--- config.mk ---
export PLATFORM = sky130hd
export DESIGN_NAME = fp8_div_seq
export DESIGN_NICKNAME = d
export VERILOG_FILES = /design/src/rtl/fp8_pkg.sv /design/src/rtl/mant_div_step.sv /design/src/rtl/fp8_div_seq.sv
export SDC_FILE = /design/constraint.sdc
export NUM_CORES = 1
export LEC_CHECK = 0
export CORE_ASPECT_RATIO = 1.2
export CORE_UTILIZATION = 62
export CTS_BUF_LIST = sky130_fd_sc_hd__clkbuf_2 sky130_fd_sc_hd__clkbuf_4 sky130_fd_sc_hd__clkbuf_8
export DETAILED_ROUTE_END_ITERATION = 10
export PLACE_DENSITY = 0.95
export REMOVE_ABC_BUFFERS = 1
export SYNTH_ARGS = -nofsm -noshare
export SYNTH_HDL_FRONTEND = slang
export SYNTH_SLANG_ARGS = --single-unit
--- constraint.sdc ---
create_clock -name clk -period 7.3 [get_ports clk]
set_input_delay 2.19 -clock clk [delete_from_list [all_inputs] [get_ports clk]]
set_output_delay 2.19 -clock clk [all_outputs]
set_load 0.01 [all_outputs]
--- src/rtl/fp8_pkg.sv ---
// ---------------------------------------------------------------------------
// fp8_pkg
// Shared constants and types for the 8-bit minifloat arithmetic units.
// Format: sign [7], exponent [6:4] (bias 3), fraction [3:0] with hidden 1.
// Exponent 7 is reserved for infinity; value[6:0] == 0 encodes zero.
// ---------------------------------------------------------------------------
package fp8_pkg;

    localparam int EXP_W  = 3;
    localparam int FRAC_W = 4;
    localparam int MANT_W = FRAC_W + 1;   // fraction plus hidden one
    localparam int Q_W    = MANT_W + 1;   // quotient / partial remainder width

    localparam int              BIAS    = 3;
    localparam int              EXP_MAX = 6;
    localparam logic [EXP_W-1:0] EXP_INF = 3'b111;

    typedef enum logic [1:0] {
        IDLE,
        DIVIDE,
        NORM,
        DONE
    } state_t;

endpackage

--- src/rtl/mant_div_step.sv ---
// ---------------------------------------------------------------------------
// mant_div_step
// One combinational restoring-division step on the mantissas.
//   rem       in  6  current partial remainder (always < 2 * divisor)
//   divisor   in  5  divisor mantissa {1, frac}
//   rem_next  out 6  remainder for the next step, already shifted left
//   q_bit     out 1  quotient bit produced by this step
// ---------------------------------------------------------------------------
module mant_div_step
    import fp8_pkg::*;
(
    input  logic [Q_W-1:0]    rem,
    input  logic [MANT_W-1:0] divisor,
    output logic [Q_W-1:0]    rem_next,
    output logic              q_bit
);

    logic [Q_W-1:0] div_ext;
    logic [Q_W-1:0] kept;

    assign div_ext = {1'b0, divisor};
    assign q_bit   = (rem >= div_ext);
    // The kept remainder is below the divisor (< 32), so the left shift
    // never loses a significant bit.
    assign kept     = q_bit ? (rem - div_ext) : rem;
    assign rem_next = kept << 1;

endmodule

--- src/rtl/fp8_div_seq.sv ---
// ---------------------------------------------------------------------------
// fp8_div_seq
// Sequential minifloat divider: result = a / b, truncated, 8-cycle latency.
// One quotient bit is produced per cycle by a single restoring step that
// the FSM iterates six times, then the quotient is normalised and the
// special cases (divide-by-zero, infinity, zero, over/underflow) applied.
//   clk          in   rising-edge clock
//   rst          in   asynchronous active-high reset
//   start        in   request pulse, sampled only in IDLE
//   a, b         in   dividend / divisor, latched on the accepting edge
//   busy         out  high from the accepting edge until done deasserts
//   done         out  one-cycle pulse, result/flags valid from this cycle
//   result       out  quotient, held until the next operation completes
//   overflow     out  exponent > 6, infinite or divide-by-zero outcome
//   underflow    out  magnitude < 2^-3, flushed to zero
//   zero         out  result encodes zero
//   div_by_zero  out  divisor encodes zero
// ---------------------------------------------------------------------------
module fp8_div_seq
    import fp8_pkg::*;
(
    input  logic       clk,
    input  logic       rst,
    input  logic       start,
    input  logic [7:0] a,
    input  logic [7:0] b,
    output logic       busy,
    output logic       done,
    output logic [7:0] result,
    output logic       overflow,
    output logic       underflow,
    output logic       zero,
    output logic       div_by_zero
);

    state_t              state;
    logic [2:0]          count;

    // Operand fields kept after the accepting edge.
    logic                sign_r;
    logic [EXP_W-1:0]    a_exp_r;
    logic [EXP_W-1:0]    b_exp_r;
    logic [MANT_W-1:0]   b_mant_r;
    logic                a_zero_r;
    logic                b_zero_r;

    logic [Q_W-1:0]      rem_r;
    logic [Q_W-1:0]      quo_r;
    logic [Q_W-1:0]      rem_next;
    logic                q_bit;

    logic signed [4:0]   e_raw;
    logic signed [4:0]   e_norm;
    logic [FRAC_W-1:0]   frac;
    logic [7:0]          norm_result;
    logic                norm_ov;
    logic                norm_uf;
    logic                norm_dz;

    mant_div_step u_step (
        .rem      (rem_r),
        .divisor  (b_mant_r),
        .rem_next (rem_next),
        .q_bit    (q_bit)
    );

    // Normalisation and special-case selection, consumed in NORM.
    // NOTE: every always_comb output gets a default first so no path can
    // leave it unassigned and infer a latch.
    always_comb begin
        e_raw       = $signed({2'b00, a_exp_r}) - $signed({2'b00, b_exp_r})
                      + $signed(5'(BIAS));
        frac        = quo_r[3:0];
        e_norm      = e_raw - 5'sd1;
        norm_ov     = 1'b0;
        norm_uf     = 1'b0;
        norm_dz     = 1'b0;

        // Quotient is in [16, 62]; a set MSB means the ratio is >= 1.
        if (quo_r[Q_W-1]) begin
            frac   = quo_r[4:1];
            e_norm = e_raw;
        end

        norm_result = {sign_r, e_norm[EXP_W-1:0], frac};

        if (b_zero_r) begin
            norm_result = {sign_r, EXP_INF, {FRAC_W{1'b0}}};
            norm_ov     = 1'b1;
            norm_dz     = 1'b1;
        end else if (a_exp_r == EXP_INF) begin
            norm_result = {sign_r, EXP_INF, {FRAC_W{1'b0}}};
            norm_ov     = 1'b1;
        end else if (a_zero_r || (b_exp_r == EXP_INF)) begin
            norm_result = {sign_r, 7'b0};
        end else if (e_norm > $signed(5'(EXP_MAX))) begin
            norm_result = {sign_r, EXP_INF, {FRAC_W{1'b0}}};
            norm_ov     = 1'b1;
        end else if (e_norm < 5'sd0) begin
            norm_result = {sign_r, 7'b0};
            norm_uf     = 1'b1;
        end
    end

    // NOTE: sequential state uses non-blocking assignments only, so every
    // register samples the pre-edge values regardless of statement order.
    always_ff @(posedge clk or posedge rst) begin
        if (rst) begin
            state       <= IDLE;
            count       <= 3'd0;
            sign_r      <= 1'b0;
            a_exp_r     <= '0;
            b_exp_r     <= '0;
            b_mant_r    <= '0;
            a_zero_r    <= 1'b0;
            b_zero_r    <= 1'b0;
            rem_r       <= '0;
            quo_r       <= '0;
            busy        <= 1'b0;
            done        <= 1'b0;
            result      <= 8'h00;
            overflow    <= 1'b0;
            underflow   <= 1'b0;
            zero        <= 1'b0;
            div_by_zero <= 1'b0;
        end else begin
            case (state)
                IDLE: begin
                    if (start) begin
                        sign_r   <= a[7] ^ b[7];
                        a_exp_r  <= a[6:4];
                        b_exp_r  <= b[6:4];
                        b_mant_r <= {1'b1, b[3:0]};
                        a_zero_r <= (a[6:0] == 7'd0);
                        b_zero_r <= (b[6:0] == 7'd0);
                        rem_r    <= {1'b0, 1'b1, a[3:0]};
                        quo_r    <= '0;
                        count    <= 3'd5;
                        busy     <= 1'b1;
                        state    <= DIVIDE;
                    end
                end
                DIVIDE: begin
                    rem_r <= rem_next;
                    quo_r <= {quo_r[Q_W-2:0], q_bit};
                    if (count == 3'd0) begin
                        state <= NORM;
                    end else begin
                        count <= count - 3'd1;
                    end
                end
                NORM: begin
                    result      <= norm_result;
                    overflow    <= norm_ov;
                    underflow   <= norm_uf;
                    zero        <= (norm_result[6:0] == 7'd0);
                    div_by_zero <= norm_dz;
                    done        <= 1'b1;
                    state       <= DONE;
                end
                DONE: begin
                    done  <= 1'b0;
                    busy  <= 1'b0;
                    state <= IDLE;
                end
                default: state <= IDLE;
            endcase
        end
    end

endmodule

Word-level counts from Yosys, hierarchy flattened
Index checks and enable logic that the tools add are counted.
Widths: inputs -> output; s select.
- flip-flop bits (word level): 45
- bits of input ports: 19
- output and inout bits: 14
- add/sub/neg operators: 5
- order comparisons: 3
- equality and inequality tests: 8
- muxes and demuxes: 31
- bitwise logic cells: 1
- reduce and logical (&&, ||, !) cells: 14
- operators by type and width (kind ; count):
    $mux 7 ; 5
    $pmux 6 s2 ; 2
    $logic_not 7->1 ; 3
    $mux 6 ; 2
    $mux 1 ; 11
    $mux 5 ; 2
    $pmux 2 s4 ; 1
    $reduce_and 2->1 ; 4
    $eq 3x3->1 const B ; 2
    $ge 6x5->1 ; 1
    $mux 3 ; 2
    $ne 2x2->1 const B ; 3
    $pmux 3 s2 ; 1
    $reduce_bool 2->1 ; 3
    $add 4x3->5 const B ; 1
    $gt 5x4->1 const B ; 1
    $lt 5x1->1 const B ; 1
    $sub 5x2->5 const B ; 1
    $sub 5x5->5 ; 1
    $eq 2x2->1 const B ; 2
    $mux 2 ; 2
    $mux 4 ; 1
    $pmux 1 s2 ; 2
    $sub 3x3->4 ; 1
    other kinds (7) ; 7

Longest topological paths before layout
Gate-level depths: netlist (run 1).
- depth after elaboration: 11
- gate-level depth with buffers: 12

By module
Synthesis (run 1) repeated with hierarchy kept, for this count alone.
- cells, all modules: 271
- area total of the unflattened synthesis: 2656.3 µm²
- by module, submodules not included (module ; instances ; cells an instance ; area an instance (µm²) ; sequential area each (µm²)):
    fp8_div_seq ; 1 ; 233 ; 2357.3 ; 1126.1
    mant_div_step ; 1 ; 38 ; 299.0 ; 0.0

Worst setup path after synthesis (run 1)
OpenSTA, ideal clock, no wires.
- path kind: input to register
- start: input port start
- end: register b_mant_r[0]
- library setup time: 125 ps
- data arrival time: 3048 ps
- data required time: 7175 ps
- slack: 4127 ps
- stages: 3
- path buffers: 1
- cell sequence: nand2_1 clkbuf_1 mux2_2
- longest elaborated chain between the ends: 1
- RTL lines (item ; RTL line ; RTL):
    start: declaration ; fp8_div_seq.sv:24 ; input logic start,
    $reduce_and 2->1 (no source line) ; n/a ;
    end signal: assignment ; fp8_div_seq.sv:133 ; b_mant_r <= {1'b1, b[3:0]};
    end: declaration ; fp8_div_seq.sv:43 ; logic [MANT_W-1:0] b_mant_r;
No other way between the ends.
A chain may end at the register's enable or synchronous reset.

Final worst setup path (run 1)
- start: input port start
- end: register rem_r[2]
- longest elaborated chain between the ends: 2
- RTL lines (item ; RTL line ; RTL):
    $ne 2x2->1 (no source line) ; n/a ;
    $reduce_and 2->1 (no source line) ; n/a ;
    end signal: assignment ; fp8_div_seq.sv:136 ; rem_r <= {1'b0, 1'b1, a[3:0]};
    end signal: assignment ; fp8_div_seq.sv:144 ; rem_r <= rem_next;
    end: declaration ; fp8_div_seq.sv:47 ; logic [Q_W-1:0] rem_r;
No other way between the ends.

==> results of run 1 <==
[logic make-up (layout without fill, tap and decap cells)]
group | count (synthesis) | after routing | share of synthesized area
AO/OA/AOI/OAI | 58 | 58 | 0.1538
AND/OR/NAND/NOR | 58 | 58 | 0.1248
flip-flops | 45 | 45 | 0.4423
buffers and inverters | 32 | 64 | 0.04914
multiplexers | 21 | 21 | 0.08944
adder cells (fa/ha/maj) | 18 | 18 | 0.09435
XOR/XNOR | 10 | 10 | 0.04619
[stage by stage]
step                      worst slack, ns  area, sq um
after floorplan                     4.051         2507
after global placement              3.398         2903
after detailed placement            3.348         2903
after CTS                           3.594         3023
after global routing                3.502         3023
final                               3.587         3023
[layout make-up]
type	count	area (sq um)	share of cell area
clock inverters	1	30.03	0.009934
flip-flops and latches	45	1126	0.3725
multi-input cells	165	1295	0.4284
clock buffers	7	90.09	0.02980
inverters	23	86.33	0.02856
repair buffers	33	327.8	0.1084
well taps	54	67.56	0.02235
[critical path, cell delays in order]
cell and delay, ns:
sky130_fd_sc_hd__clkdlybuf4s50_1 0.50, sky130_fd_sc_hd__nand2_1 0.41, sky130_fd_sc_hd__or2_2 0.51, sky130_fd_sc_hd__o22ai_1 0.18, sky130_fd_sc_hd__a21oi_1 0.06
[layout by cell type (no fill, tap or decap), types with 2 or more instances in the layout]
master and count:
sky130_fd_sc_hd__xor2_1 2, sky130_fd_sc_hd__clkbuf_8 6, sky130_fd_sc_hd__o22ai_1 5, sky130_fd_sc_hd__nand2_1 16, sky130_fd_sc_hd__nand3_1 2, sky130_fd_sc_hd__mux2i_1 7
sky130_fd_sc_hd__mux2_2 14, sky130_fd_sc_hd__nand2b_1 3, sky130_fd_sc_hd__a22o_1 6, sky130_fd_sc_hd__inv_1 22, sky130_fd_sc_hd__a31oi_1 3, sky130_fd_sc_hd__clkdlybuf4s50_1 32
sky130_fd_sc_hd__nor3_1 4, sky130_fd_sc_hd__a22oi_1 2, sky130_fd_sc_hd__nor2_1 14, sky130_fd_sc_hd__o2bb2ai_1 4, sky130_fd_sc_hd__o21ai_0 9, sky130_fd_sc_hd__nor4_1 2
sky130_fd_sc_hd__o21ai_1 2, sky130_fd_sc_hd__xnor2_1 6, sky130_fd_sc_hd__a21oi_1 14, sky130_fd_sc_hd__nand3b_1 3, sky130_fd_sc_hd__or2_2 3, sky130_fd_sc_hd__fa_1 2
sky130_fd_sc_hd__a21o_1 2, sky130_fd_sc_hd__nor2b_1 5, sky130_fd_sc_hd__dfrtp_1 45, sky130_fd_sc_hd__ha_1 16, sky130_fd_sc_hd__o32a_1 2
[worst max-delay path by stage]
| stage | cells past startpoint | slack (ns) | end |
|---|---|---|---|
| floorplan | 1 | 4.05 | a_exp_r[0]$_DFFE_PP0P_ |
| global placement | 5 | 3.40 | rem_r[3]$_DFFE_PP0P_ |
| detailed placement | 5 | 3.35 | rem_r[1]$_DFFE_PP0P_ |
| CTS | 5 | 3.59 | rem_r[2]$_DFFE_PP0P_ |
| global route | 5 | 3.50 | rem_r[2]$_DFFE_PP0P_ |
| finish | 5 | 3.59 | rem_r[2]$_DFFE_PP0P_ |
[metal layers]
| layer | GRT usage | vias to the layer above | wire (um) |
|---|---|---|---|
| met5 | 0 | - | 0 |
| met3 | 0.05704 | 16 | 201 |
| met1 | 0.3301 | 932 | 2192 |
| met4 | 0.1187 | 0 | 138 |
| li1 | - | 923 | - |
| met2 | 0.4628 | 58 | 2766 |
[flip-flops by register name, summed over array words and instances (netlist names), 2 cells and up]
name,cells
state,2
b_exp_r,3
count,3
rem_r,6
result,8
b_mant_r,5
a_exp_r,3
quo_r,6
==> impl_metrics.py, run 1 <==
metrics = {
    "synth": {
        "netlist-cell-type-count": 47,
        "yosys_warnings": 0,
        "post-synth-top-count-cell": "sky130_fd_sc_hd__dfrtp_1",
        "synth_area_leaders": "sky130_fd_sc_hd__dfrtp_1 44%, sky130_fd_sc_hd__ha_1 7.9%, sky130_fd_sc_hd__mux2_2 6.2%, sky130_fd_sc_hd__inv_1 3.4%, sky130_fd_sc_hd__a21oi_1 2.8%",
        "post_synth_instance_area_sq_mm": 0.002546,
        "synthesis.instances": 242,
        "postSynthRegisterBits": 45,
        "syn_avg_cell_area_sq_um": 10.52,
        "synth-edff-count": 0,
        "synth-seq-area-share": 0.4423,
        "postSynth.asyncResetShare": 1.000,
        "synth_top_cell_area_share": 0.4423,
        "post_synth_most_frequent_cells": "45 x sky130_fd_sc_hd__dfrtp_1, 23 x sky130_fd_sc_hd__inv_1, 16 x sky130_fd_sc_hd__ha_1, 16 x sky130_fd_sc_hd__nand2_1",
        "dominantRegCellSynth": "sky130_fd_sc_hd__dfrtp_1",
        "synth_area_leader_cell": "sky130_fd_sc_hd__dfrtp_1",
    },
    "clocking": {
        "clock_latency_ns": 0.30,
        "htreeDepth": 2,
        "numCtsBuffers": 5,
        "clkTransAtPathRegs_ns": 0.08,
        "cts_setup_buffers": 0,
        "ctsLongestPathBuffers": 2,
        "cts_resized": 0,
        "cts.sink_count": 45,
        "hold_buffers": 0,
        "root_buffer": "sky130_fd_sc_hd__clkbuf_8",
        "cts_tree": "built",
    },
    "timing": {
        "final.setup.tns_ns": 0,
        "unrepaired_setup_endpoints_after_global_routing": "false",
        "layout_worst_path_cycle_share": 0.5087,
        "report.final.setup_viol": 0,
        "max_freq_ghz": 0.2693,
        "finalHoldWorstSlack_ns": 0.4940,
        "maxSlewHeadroom": 0.4985,
        "final_worst_path_period_need_ns": 3.713,
        "worst-slew-pin-transition_ns": 0.7508,
        "hold_viol": 0,
        "final_max_slew_viol_count": 0,
        "finClkSkew_ns": 0.01071,
    },
    "layout": {
        "finalNetCount": 310,
        "area_growth_syn_to_layout_pct": 18.72,
        "final_util": 0.7670,
        "n_fill_cell": 262,
        "antenna-diode-count": 0,
        "final_layout_size_suffix_gt1_frac": 0.1131,
        "fin_cells": 328,
    },
    "global_routing": {
        "antenna_found_initial": 0,
        "grt_first_pass_wirelength_um": 8790,
        "pin_count_of_the_biggest_net_entering_global_routing": 46,
        "global_route.usage.total": 0.2730,
        "number_of_global_route_vias_before_repair": 2006,
        "grt.overflow.total": 0,
    },
    "critical_path": {
        "worstSetupStartpointType": "input pin",
        "timing.reg2reg.worst_path_depth": 12,
        "arrival_worst_endpoint_ns": 3.86,
        "cp.required_ns": 7.44,
        "timing.critical_path.to_type": "register",
        "timing.critical_path.fanout_max": 18,
        "crit-reg2reg-launch": "a_exp_r[0]$_DFFE_PP0P_",
        "setup.worst_path.class": "in -> reg",
        "reg_to_reg_endpoint": "zero$_DFFE_PP0P_",
        "critical_path_startpoint": "start",
        "r2r_slack_ns": 4.30,
    },
    "route": {
        "detailedRoute.firstPassIterationCount": 4,
        "vias_per_cell": 5.881,
        "first_iter_violations": 129,
        "ant_nets": 0,
        "wire_per_inst_um": 16.16,
        "routed_wl_um": 5299,
        "detail_route.drc_violations": 0,
        "dr_total_vias": 1929,
    },
    "placed_design": {
        "dpl.hpwl_um": 3796,
        "gp_routability_congestion": 0.8828,
        "placement.io_buffers": 32,
        "place_inst": 320,
    },
    "floorplanning": {
        "pin_count": 33,
        "dieArea_sq_mm": 0.004368,
        "die_height_um": 72.20,
        "rows": 25,
        "die_wd_um": 60.50,
        "floorplan.initialDensity": 0.6460,
        "placeableCoreArea_sq_mm": 0.003941,
    },
    "min_path": {
        "min_from": "result[6]$_DFFE_PP0P_",
        "hold-path-endpoint": "result[6]$_DFFE_PP0P_",
        "min_delay_path_depth": 2,
        "min-delay-path-class": "reg -> reg",
    },
    "outcome": {
        "outcome": "completed",
    },
    "run": {
        "timing.max_cap.violations": 0,
    },
}
Power of run 1 is left out: the tool's default activity adds up to more than one toggle a clock period on the data nets, which glitch-free logic cannot reach.
==> inputs of run 2 (changes only) <==
--- a/config.mk
+++ b/config.mk
@@ -6,10 +6,10 @@
 export NUM_CORES = 1
 export LEC_CHECK = 0
 export CORE_ASPECT_RATIO = 1.2
-export CORE_UTILIZATION = 62
+export CORE_UTILIZATION = 52
 export CTS_BUF_LIST = sky130_fd_sc_hd__clkbuf_2 sky130_fd_sc_hd__clkbuf_4 sky130_fd_sc_hd__clkbuf_8
 export DETAILED_ROUTE_END_ITERATION = 10
-export PLACE_DENSITY = 0.95
+export PLACE_DENSITY = 0.86
 export REMOVE_ABC_BUFFERS = 1
 export SYNTH_ARGS = -nofsm -noshare
 export SYNTH_HDL_FRONTEND = slang
==> constraint.sdc (replaced) <==
create_clock -name clk -period 3.4 [get_ports clk]
set_input_delay 1.02 -clock clk [delete_from_list [all_inputs] [get_ports clk]]
set_output_delay 1.02 -clock clk [all_outputs]
set_load 0.01 [all_outputs]
==> impl_metrics.py, run 2 (synthesized netlist as in run 1, its figures left out) <==
metrics = {
    "clocking": {
        "cts_tree": "built",
        "cts.sink_count": 45,
        "clkTransAtPathRegs_ns": 0.09,
        "cts_resized": 0,
        "numCtsBuffers": 5,
        "root_buffer": "sky130_fd_sc_hd__clkbuf_8",
        "clock_latency_ns": 0.30,
        "ctsLongestPathBuffers": 2,
        "cts_setup_buffers": 0,
        "htreeDepth": 2,
        "hold_buffers": 0,
    },
    "layout": {
        "area_growth_syn_to_layout_pct": 19.21,
        "mostFrequentLayoutCells": "45 x sky130_fd_sc_hd__dfrtp_1, 32 x sky130_fd_sc_hd__clkdlybuf4s50_1, 22 x sky130_fd_sc_hd__inv_1, 16 x sky130_fd_sc_hd__nand2_1, 16 x sky130_fd_sc_hd__ha_1",
        "layout_commonest_cell": "sky130_fd_sc_hd__dfrtp_1",
        "n_fill_cell": 377,
        "final_layout_size_suffix_gt1_frac": 0.1164,
        "layout_top_registers": "result: 8 flops, quo_r: 6 flops, rem_r: 6 flops",
        "largest_reg_flops": 8,
        "largest-register": "result",
        "antenna-diode-count": 0,
        "finalNetCount": 311,
    },
    "run": {
        "timing.max_cap.violations": 0,
    },
    "floorplanning": {
        "dieArea_sq_mm": 0.005182,
        "pin_count": 33,
        "floorplan.initialDensity": 0.5462,
        "die_wd_um": 65.88,
        "rows": 27,
        "placeableCoreArea_sq_mm": 0.004662,
        "die_height_um": 78.66,
    },
    "critical_path": {
        "arrival_worst_endpoint_ns": 3.10,
        "cp.required_ns": 3.63,
        "crit-reg2reg-launch": "a_exp_r[0]$_DFFE_PP0P_",
        "timing.critical_path.fanout_max": 4,
        "crit_top_cell": "sky130_fd_sc_hd__inv_1",
        "worstSetupStartpointType": "register",
        "setup.worst_path.class": "reg -> reg",
        "cp_num_buf_inv": 3,
        "timing.critical_path.slowest_stage_cell": "sky130_fd_sc_hd__fa_1",
        "timing.critical_path.to_type": "register",
        "reg_to_reg_endpoint": "zero$_DFFE_PP0P_",
        "critical-path-top-delay-family": "adder cells",
        "r2r_slack_ns": 0.52,
        "critical_path.max_stage_delay_ns": 0.49,
        "critical_path.cell_chain": "inv_1, ha_1, inv_1, fa_1, inv_1, ha_1, or3b_1, nor2_2, a21oi_1, a2111oi_0, a21oi_1, o21ai_0",
        "timing.reg2reg.worst_path_depth": 12,
    },
    "route": {
        "detailedRoute.firstPassIterationCount": 4,
        "vias_per_cell": 5.634,
        "routed_wl_um": 4868,
        "dr_total_vias": 1876,
        "detail_route.wirelength.met1_um": 2115,
        "wire_per_inst_um": 14.62,
        "maxUsedRoutingLayer": "met4",
        "first_iter_violations": 112,
        "met3WireLength_um": 105,
        "dr_wl_met2_um": 2579,
        "ant_nets": 0,
        "detail_route.drc_violations": 0,
    },
    "timing": {
        "unrepaired_setup_endpoints_after_global_routing": "false",
        "maxSlewHeadroom": 0.4804,
        "final_max_slew_viol_count": 0,
        "worst-slew-pin-transition_ns": 0.7778,
        "max_freq_ghz": 0.3477,
        "report.final.setup_viol": 0,
        "final.setup.tns_ns": 0,
        "final_worst_path_period_need_ns": 2.876,
        "finClkSkew_ns": 0.008861,
        "hold_viol": 0,
        "layout_worst_path_cycle_share": 0.8460,
    },
    "outcome": {
        "outcome": "completed",
    },
    "placed_design": {
        "gp_routability_congestion": 0.8100,
        "placement.io_buffers": 32,
        "dpl.hpwl_um": 3579,
    },
    "min_path": {
        "hold-path-endpoint": "b_mant_r[4]$_DFFE_PP0P_",
        "min_delay_path_depth": 2,
        "min_from": "b_mant_r[4]$_DFFE_PP0P_",
        "min-delay-path-class": "reg -> reg",
    },
    "global_routing": {
        "pin_count_of_the_biggest_net_entering_global_routing": 32,
        "global_route.usage.total": 0.2166,
        "grt.overflow.total": 0,
        "antenna_found_initial": 0,
        "number_of_global_route_vias_before_repair": 1908,
        "grt_first_pass_wirelength_um": 8583,
    },
}
run 2: routing by layer:
layer | GRT usage | vias to the layer above
met5 | 0 | -
met4 | 0.07609 | 0
met3 | 0.03488 | 5
met2 | 0.3806 | 26
met1 | 0.2621 | 919
li1 | - | 926
run 2: worst reg2reg max path, cell delays in order (launching register included):
cell and delay [ns]:
sky130_fd_sc_hd__dfrtp_1 0.40, sky130_fd_sc_hd__inv_1 0.06, sky130_fd_sc_hd__ha_1 0.15, sky130_fd_sc_hd__inv_1 0.05
sky130_fd_sc_hd__fa_1 0.49, sky130_fd_sc_hd__inv_1 0.07, sky130_fd_sc_hd__ha_1 0.33, sky130_fd_sc_hd__or3b_1 0.40
sky130_fd_sc_hd__nor2_2 0.15, sky130_fd_sc_hd__a21oi_1 0.06, sky130_fd_sc_hd__a2111oi_0 0.46, sky130_fd_sc_hd__a21oi_1 0.09
sky130_fd_sc_hd__o21ai_0 0.09
run 2: per-stage QoR:
step | util | instances | instance area (sq um) | hold slack, ns | worst slack [ns]
floorplan | - | 233 | 2507 | 0.4181 | 0.7372
global placement | 0.6253 | 325 | 2915 | 0.4335 | 0.6384
detailed placement | 0.6253 | 325 | 2915 | 0.4451 | 0.5638
CTS | 0.6511 | 333 | 3035 | 0.4712 | 0.5319
global route | 0.6511 | 333 | 3035 | 0.4832 | 0.3009
finish | 0.6511 | 333 | 3035 | 0.4705 | 0.5238
run 2: worst max path at each step:
| stage | from | endpoint | slack, ns | cells after the start |
|---|---|---|---|---|
| 3_3_place_gp | a_exp_r[0]$_DFFE_PP0P_ | zero$_DFFE_PP0P_ | 0.64 | 12 |
| 3_5_place_dp | a_exp_r[0]$_DFFE_PP0P_ | zero$_DFFE_PP0P_ | 0.56 | 12 |
| 4_1_cts | a_exp_r[0]$_DFFE_PP0P_ | zero$_DFFE_PP0P_ | 0.53 | 12 |
| 6_report | a_exp_r[0]$_DFFE_PP0P_ | zero$_DFFE_PP0P_ | 0.52 | 12 |
| 2_1_floorplan | a_exp_r[0]$_DFFE_PP0P_ | overflow$_DFFE_PP0P_ | 0.74 | 11 |
| 5_1_grt | a_exp_r[0]$_DFFE_PP0P_ | zero$_DFFE_PP0P_ | 0.30 | 12 |
run 2: area by class of cell:
class	count	area [sq um]	share of cell area
multi-input cells	165	1295	0.4266
flip-flops and latches	45	1126	0.3710
repair buffers	34	335.3	0.1105
inverters	23	86.33	0.02844
clock buffers	6	82.58	0.02721
well taps	58	72.57	0.02391
clock inverters	2	37.54	0.01237
Power of run 2 is left out for the same reason.
==> inputs of run 3 (changes only) <==
--- a/config.mk
+++ b/config.mk
@@ -6,10 +6,10 @@
 export NUM_CORES = 1
 export LEC_CHECK = 0
 export CORE_ASPECT_RATIO = 1.2
-export CORE_UTILIZATION = 52
+export CORE_UTILIZATION = 57
 export CTS_BUF_LIST = sky130_fd_sc_hd__clkbuf_2 sky130_fd_sc_hd__clkbuf_4 sky130_fd_sc_hd__clkbuf_8
 export DETAILED_ROUTE_END_ITERATION = 10
-export PLACE_DENSITY = 0.86
+export PLACE_DENSITY = 0.89
 export REMOVE_ABC_BUFFERS = 1
 export SYNTH_ARGS = -nofsm -noshare
 export SYNTH_HDL_FRONTEND = slang
==> constraint.sdc (replaced) <==
create_clock -name clk -period 3 [get_ports clk]
set_input_delay 0.9 -clock clk [delete_from_list [all_inputs] [get_ports clk]]
set_output_delay 0.9 -clock clk [all_outputs]
set_load 0.01 [all_outputs]
==> impl_metrics.py, run 3 (synthesized netlist as in run 1, its figures left out) <==
metrics = {
    "layout": {
        "area_growth_syn_to_layout_pct": 18.62,
        "final_util": 0.7087,
        "finalNetCount": 313,
        "layout_commonest_cell": "sky130_fd_sc_hd__dfrtp_1",
        "layout_top_registers": "result: 8 flops, quo_r: 6 flops, rem_r: 6 flops",
        "antenna-diode-count": 0,
        "mostFrequentLayoutCells": "45 x sky130_fd_sc_hd__dfrtp_1, 32 x sky130_fd_sc_hd__clkdlybuf4s50_1, 22 x sky130_fd_sc_hd__inv_1, 16 x sky130_fd_sc_hd__nand2_1, 16 x sky130_fd_sc_hd__ha_1",
        "largest_reg_flops": 8,
        "largest-register": "result",
        "final_layout_size_suffix_gt1_frac": 0.1264,
    },
    "floorplanning": {
        "pin_count": 33,
        "rows": 26,
        "placeableCoreArea_sq_mm": 0.004262,
        "die_height_um": 75.22,
        "die_wd_um": 63.01,
        "floorplan.initialDensity": 0.5975,
        "dieArea_sq_mm": 0.004739,
    },
    "timing": {
        "final_max_slew_viol_count": 0,
        "layout_worst_path_cycle_share": 0.9214,
        "finClkSkew_ns": 0.007064,
        "hold_viol": 0,
        "final.setup.tns_ns": 0,
        "maxSlewHeadroom": 0.4357,
        "worst-slew-pin-transition_ns": 0.8412,
        "max_freq_ghz": 0.3618,
        "final_worst_path_period_need_ns": 2.764,
        "report.final.setup_viol": 0,
        "unrepaired_setup_endpoints_after_global_routing": "false",
    },
    "route": {
        "first_iter_violations": 76,
        "vias_per_cell": 5.739,
        "detailedRoute.firstPassIterationCount": 4,
        "wire_per_inst_um": 15.02,
        "routed_wl_um": 5003,
        "dr_total_vias": 1911,
        "ant_nets": 0,
        "detail_route.drc_violations": 0,
    },
    "critical_path": {
        "setup.worst_path.class": "reg -> reg",
        "crit-reg2reg-launch": "a_exp_r[0]$_DFFE_PP0P_",
        "cp.required_ns": 3.22,
        "timing.critical_path.to_type": "register",
        "r2r_slack_ns": 0.24,
        "critical_path.cell_chain": "inv_1, ha_1, inv_1, fa_1, inv_1, ha_1, or3b_1, nor2_2, a21oi_1, a2111oi_2, a21oi_1, o21ai_0",
        "critical-path-top-delay-family": "adder cells",
        "worstSetupStartpointType": "register",
        "timing.critical_path.slowest_stage_cell": "sky130_fd_sc_hd__fa_1",
        "critical_path_cell_count": 12,
        "timing.critical_path.fanout_max": 4,
        "critical_path_startpoint": "a_exp_r[0]$_DFFE_PP0P_",
        "critical_path.max_stage_delay_ns": 0.49,
        "worst_setup_endpoint": "zero$_DFFE_PP0P_",
        "timing.reg2reg.worst_path_depth": 12,
        "crit_top_cell": "sky130_fd_sc_hd__inv_1",
        "reg_to_reg_endpoint": "zero$_DFFE_PP0P_",
        "cp_num_buf_inv": 3,
        "arrival_worst_endpoint_ns": 2.98,
    },
    "clocking": {
        "cts_resized": 0,
        "cts.sink_count": 45,
        "htreeDepth": 2,
        "clock_latency_ns": 0.30,
        "hold_buffers": 0,
        "cts_tree": "built",
        "cts_setup_buffers": 0,
        "ctsLongestPathBuffers": 2,
        "clkTransAtPathRegs_ns": 0.08,
        "root_buffer": "sky130_fd_sc_hd__clkbuf_8",
        "numCtsBuffers": 5,
    },
    "global_routing": {
        "pin_count_of_the_biggest_net_entering_global_routing": 25,
        "global_route.usage.total": 0.2373,
        "antenna_found_initial": 0,
        "number_of_global_route_vias_before_repair": 1929,
        "grt_first_pass_wirelength_um": 8569,
        "grt.overflow.total": 0,
    },
    "run": {
        "timing.max_cap.violations": 0,
    },
    "placed_design": {
        "dpl.hpwl_um": 3709,
        "gp_routability_congestion": 0.8757,
        "placement.io_buffers": 32,
    },
    "min_path": {
        "min-delay-path-class": "reg -> reg",
    },
    "outcome": {
        "outcome": "completed",
    },
}
## run 3: worst min path at each step
stage                       startpoint                 endpoint  cells past startpoint  slack [ns]
2_1_floorplan  b_mant_r[4]$_DFFE_PP0P_  b_mant_r[4]$_DFFE_PP0P_                      2        0.42
3_3_place_gp   b_mant_r[4]$_DFFE_PP0P_  b_mant_r[4]$_DFFE_PP0P_                      2        0.43
3_5_place_dp   b_mant_r[4]$_DFFE_PP0P_  b_mant_r[4]$_DFFE_PP0P_                      2        0.45
4_1_cts        b_mant_r[4]$_DFFE_PP0P_  b_mant_r[4]$_DFFE_PP0P_                      2        0.48
5_1_grt        b_mant_r[4]$_DFFE_PP0P_  b_mant_r[4]$_DFFE_PP0P_                      2        0.51
6_report       b_mant_r[4]$_DFFE_PP0P_  b_mant_r[4]$_DFFE_PP0P_                      2        0.48
## run 3: layer usage
metal	vias to the layer above	part of all wire	global-route usage
li1	928	-	-
met1	946	0.43	0.2698
met2	28	0.53	0.4325
met3	9	0.024	0.04697
met4	0	0.019	0.1137
met5	-	0	0
## run 3: area by class of cell
| cell class | instances | area (sq um) |
|---|---|---|
| Fill cell | 301 | 1241 |
| Tap cell | 56 | 70.07 |
| Clock inverter | 2 | 10.01 |
| Sequential cell | 45 | 1126 |
| Inverter | 23 | 86.33 |
| Timing Repair Buffer | 36 | 350.3 |
| Clock buffer | 6 | 76.32 |
| Multi-Input combinational cell | 165 | 1301 |
## run 3: worst min-delay path, stage by stage (launching register included)
cell and delay [ns]:
sky130_fd_sc_hd__dfrtp_1 0.34, sky130_fd_sc_hd__inv_1 0.05, sky130_fd_sc_hd__nand2_1 0.05
## run 3: metrics by stage
step / hold slack, ns / cell area, sq um / worst slack [ns] / std cells
floorplan: 0.4181 / 2507 / 0.3372 / 233
global placement: 0.4327 / 2928 / 0.2598 / 325
detailed placement: 0.4528 / 2928 / 0.1620 / 325
CTS: 0.4786 / 3014 / 0.1207 / 333
global route: 0.5104 / 3020 / 0.02397 / 333
finish: 0.4770 / 3020 / 0.2358 / 333
Power of run 3 is left out for the same reason.
